[src/rtl/gfifo_sync_param.sv]
// gfifo_sync_param: parametrised single-clock FIFO with occupancy, threshold flags, flush and sticky errors
module gfifo_sync_param #(
  parameter int WIDTH     = 8,
  parameter int DEPTH     = 8,
  parameter int AFULL_TH  = 6,
  parameter int AEMPTY_TH = 2
) (
  input  logic                     clk,
  input  logic                     rst,
  input  logic                     flush,
  input  logic                     err_clr,
  input  logic                     wr_req_,
  input  logic [WIDTH-1:0]         wr_data,
  input  logic                     rd_req_,
  output logic [WIDTH-1:0]         rd_data,
  output logic                     rd_valid,
  output logic                     full,
  output logic                     empty,
  output logic                     almost_full,
  output logic                     almost_empty,
  output logic [$clog2(DEPTH):0]   count,
  output logic                     overflow,
  output logic                     underflow
);
  localparam int AW = $clog2(DEPTH);
  logic [WIDTH-1:0] mem [DEPTH];
  logic [AW:0] wptr_q, wptr_d, rptr_q, rptr_d, count_q, count_d;
  logic [WIDTH-1:0] rd_data_q, rd_data_d;
  logic rd_valid_q, rd_valid_d, full_q, full_d, empty_q, empty_d;
  logic afull_q, afull_d, aempty_q, aempty_d, ovf_q, ovf_d, unf_q, unf_d;
  logic wr_acc, rd_acc;
  always_comb begin
    wr_acc     = !rst && !flush && !wr_req_ && !full_q;
    rd_acc     = !rst && !flush && !rd_req_ && !empty_q;
    wptr_d     = flush ? '0 : wptr_q + (AW+1)'(wr_acc);
    rptr_d     = flush ? '0 : rptr_q + (AW+1)'(rd_acc);
    count_d    = wptr_d - rptr_d;
    full_d     = (wptr_d[AW] != rptr_d[AW]) && (wptr_d[AW-1:0] == rptr_d[AW-1:0]);
    empty_d    = wptr_d == rptr_d;
    afull_d    = count_d >= (AW+1)'(AFULL_TH);
    aempty_d   = count_d <= (AW+1)'(AEMPTY_TH);
    rd_valid_d = rd_acc;
    rd_data_d  = rd_acc ? mem[rptr_q[AW-1:0]] : rd_data_q;
    ovf_d      = (!flush && !wr_req_ && full_q) || (ovf_q && !err_clr);
    unf_d      = (!flush && !rd_req_ && empty_q) || (unf_q && !err_clr);
  end
  always_ff @(posedge clk) begin
    if (rst) begin
      wptr_q     <= '0;
      rptr_q     <= '0;
      count_q    <= '0;
      full_q     <= 1'b0;
      empty_q    <= 1'b1;
      afull_q    <= 1'b0;
      aempty_q   <= 1'b1;
      rd_valid_q <= 1'b0;
      rd_data_q  <= '0;
      ovf_q      <= 1'b0;
      unf_q      <= 1'b0;
    end else begin
      wptr_q     <= wptr_d;
      rptr_q     <= rptr_d;
      count_q    <= count_d;
      full_q     <= full_d;
      empty_q    <= empty_d;
      afull_q    <= afull_d;
      aempty_q   <= aempty_d;
      rd_valid_q <= rd_valid_d;
      rd_data_q  <= rd_data_d;
      ovf_q      <= ovf_d;
      unf_q      <= unf_d;
    end
  end
  always_ff @(posedge clk) begin
    if (wr_acc) mem[wptr_q[AW-1:0]] <= wr_data;
  end
  assign rd_data      = rd_data_q;
  assign rd_valid     = rd_valid_q;
  assign full         = full_q;
  assign empty        = empty_q;
  assign almost_full  = afull_q;
  assign almost_empty = aempty_q;
  assign count        = count_q;
  assign overflow     = ovf_q;
  assign underflow    = unf_q;
endmodule

[config.mk]
export PLATFORM = sky130hd
export DESIGN_NAME = gfifo_sync_param
export DESIGN_NICKNAME = d
export VERILOG_FILES = /design/src/rtl/gfifo_sync_param.sv
export SDC_FILE = /design/constraint.sdc
export NUM_CORES = 1
export LEC_CHECK = 0
export BUFFER_PORTS_ARGS = -buffer_cell sky130_fd_sc_hd__buf_2
export CAP_MARGIN = 20
export CORE_UTILIZATION = 55
export DETAILED_ROUTE_END_ITERATION = 10
export HOLD_SLACK_MARGIN = 0.15
export PLACE_DENSITY = 0.75
export RECOVER_POWER = 100
export SYNTH_ARGS = -nofsm -noshare
export SYNTH_HDL_FRONTEND = slang
export SYNTH_SLANG_ARGS = --single-unit
[constraint.sdc]
create_clock -name clk -period 7.4 [get_ports clk]
set_input_delay 1.11 -clock clk [delete_from_list [all_inputs] [get_ports clk]]
set_output_delay 1.11 -clock clk [all_outputs]
set_load 0.005 [all_outputs]
==> key figures <==
Clocking
  – Cts repair resizes: 0
  – Worst-skew pair later-pin latency: 340 ps
  – Clock-pin transition on the worst setup and hold timing paths: 90 ps
  – Total CTS buffers: 9
  – Hold buffers post-CTS: 0
  – Maximum clock path buffer count: 2
  – Clock tree from TritonCTS: built
  – Post-CTS Setup Inserts: 0
  – Htree depth: 3
  – CTS Sinks: 91
  – CTS root buffer: clkbuf_8

Synthesis
  – Synth Register Bits: 91
  – Main synth FF type: edfxtp_1
  – Synth async-reset ratio: 0
  – Post-synth net total: 239
  – Cell taking the most area after synthesis: edfxtp_1
  – Share of the synthesized area in the top cell type: 0.538
  – Yosys cell types: 31
  – Syn. warnings: 0
  – Mapped cell area: 0.00357 mm^2
  – Post-synthesis cell count: 217
  – Synth top area cells: edfxtp_1, dfxtp_1, mux4_2
  – Post-synth EDFFs: 64
  – Sequential area share after synthesis: 0.689
  – Syn Area/Cell: 16.5 um^2

Layout
  – Area growth syn-to-layout: 9.46%
  – Area occupied by multi-input gates: 0.00101 mm^2
  – Ant. Diodes: 0
  – Fill cells: 452
  – Fin area: 0.00391 mm^2
  – Reg area: 0.00246 mm^2
  – Finished Layout Cells: 332
  – Fraction of layout cells with a size suffix above 1: 0.144
  – Fin nets: 274

Timing
  – Slew margin rel.: -0.487
  – Final worst slack: 2460 ps
  – Final hold violation count: 0
  – Tcrit/Tclk final: 0.667
  – Clock skew: 8.18 ps
  – Min Tclk post-route: 4940 ps
  – Endpoints failing setup: 0
  – Slew Viols, Final: 18
  – Fmax: 202 MHz
  – RSZ-0062 raised after global routing: false
  – Worst-Margin Slew: 2210 ps
  – Setup TNS Final: 0 ps

GRT
  – Largest net degree at the start of global routing: 30
  – Vias in the first global route: 1743
  – Gr usage total: 0.190
  – Grt total ovfl: 0
  – First-pass GRT wire length: 8800 um
  – Initial antenna violation count: 0

Outcome
  – Status: finished, violations left
  – Violated checks: capacitance limit, slew limit

Placement
  – Post-DP HPWL: 3850 um
  – Gpl congestion: 0.811
  – DP Cell Count: 316
  – Input/output buffers: 32
  – DP Worst Slack: 3540 ps
  – Area after DPL: 0.00378 mm^2

Hold path
  – Hold Path Class: flop to flop

Die
  – Height of the die: 82.6 um
  – Core ar.: 0.00610 mm^2
  – Initial Util: 0.586
  – Core Rows: 28
  – Die Width: 82.6 um
  – Num ports: 33
  – Die ar.: 0.00682 mm^2

Routing
  – Post-route ant nets: 0
  – Wirelength per Cell: 17.2 um
  – Initial detailed-routing violation count: 96
  – DR pass1 iterations: 4
  – Via count: 1855
  – Drt via density: 5.59
  – DR DRC count: 0
  – DRT Wirelength: 5720 um

Pwr
  – Leak pwr: 0.00127 uW
  – Power density cells: 227 mW/mm^2
  – Worst IR Drop VDD: 137 uV

Critical path
  – WP data required: 7640 ps
  – Setup Crit Path Kind: primary input to flop
  – Startpoint types: primary input
  – CP Data Arrival Time: 5180 ps
  – CP Max Fanout: 29
  – CP Capture Type: flop

Flow run
  – MaxCap Viol Count: 1
## cells by family after synthesis
logic type,synth area share
flops,0.689
simple gates,0.0848
mux,0.130
compound gates,0.0294
buf+inv,0.0221
fa+ha+maj,0.0301
xor+xnor,0.0144
## power breakdown
group / switching [uW] / internal, uW / leakage (uW)
Combinational: 13.4 / 6.16 / 0.000380
Clock: 165 / 157 / 0.0000947
Sequential: 0.966 / 546 / 0.000794
Total: 179 / 709 / 0.00127
## cell usage in the layout, fill, tap and decap left out
| master | n |
|---|---|
| a211oi_1 | 8 |
| a21o_1 | 2 |
| a21oi_1 | 3 |
| a22oi_1 | 1 |
| buf_2 | 4 |
| buf_4 | 1 |
| bufinv_16 | 1 |
| clkbuf_1 | 31 |
| clkbuf_8 | 9 |
| clkinv_1 | 1 |
| clkinv_2 | 1 |
| clkinvlp_4 | 1 |
| dfxtp_1 | 27 |
| edfxtp_1 | 64 |
| fa_1 | 1 |
| ha_1 | 7 |
| inv_1 | 4 |
| inv_6 | 2 |
| mux2i_1 | 10 |
| mux4_2 | 16 |
| nand2_1 | 2 |
| nand2b_1 | 7 |
| nand3_1 | 2 |
| nand3_2 | 1 |
| nor2_1 | 29 |
| nor2b_1 | 5 |
| nor3_1 | 3 |
| nor3b_1 | 4 |
| nor4_1 | 3 |
| o21bai_1 | 1 |
| or2b_1 | 1 |
| xnor2_1 | 3 |
| xor2_1 | 1 |
| xor2_2 | 1 |
## final timing paths
kind	start	end	slack, ps	cells after the start
min reg2reg	empty$_SDFF_PP1_	rd_valid$_SDFF_PP0_	480	1
min	empty$_SDFF_PP1_	rd_valid$_SDFF_PP0_	480	1
max	rst	almost_empty$_SDFF_PP1_	2460	10
max reg2reg	empty$_SDFF_PP1_	almost_empty$_SDFF_PP1_	3430	9
## flip-flops by register name (all words and copies together), names as in the netlist
name / cells
almost_empty: 1
wptr_q: 4
full: 1
count: 4
empty: 1
rd_data: 8
rd_valid: 1
overflow: 1
mem: 64
rptr_q: 4
underflow: 1
almost_full: 1
## critical path, stage by stage
cell      delay [ps]
clkbuf_1         460
nor4_1          1830
ha_1             440
ha_1             270
nand2b_1         110
inv_1             60
fa_1             400
xnor2_1          250
nor2_1            80
a21o_1           170
## layer usage
metal,up-vias,global-route usage,share of wire,routed length (um)
met5,-,0,0,0
met4,0,0.0621,0.0059,34
met3,2,0.0637,0.045,257
met2,52,0.305,0.47,2670
met1,919,0.246,0.48,2760
li1,882,-,-,-
## Yosys cell counts, types with 2 or more instances
cell	n
buf_4	3
inv_1	4
nor3b_1	4
a21oi_1	3
ha_1	7
xnor2_1	3
mux4_2	16
buf_2	3
nand3_2	2
clkbuf_1	4
nand2_1	2
nor2b_1	5
nand2b_1	7
edfxtp_1	64
nor2_1	29
a21o_1	2
nor3_1	3
mux2i_1	9
nor4_1	2
dfxtp_1	27
a211oi_1	8
## stage by stage
step / utilization / hold WS (ps) / power, uW
after floorplan: - / 484 / 569
after global placement: 0.621 / 466 / 579
after detailed placement: 0.621 / 488 / 580
after CTS: 0.652 / 500 / 898
after global routing: 0.641 / 490 / 920
final: 0.641 / 483 / 888
## layout make-up
type / instances / area share
inverter: 4 / 0.00384
timing repair buffer: 35 / 0.0358
clock inverter: 6 / 0.0163
clock buffer: 10 / 0.0326
multi-input combinational: 111 / 0.258
sequential: 91 / 0.630
tap: 75 / 0.0240
Note: power is estimated with default switching activity, not from simulation.
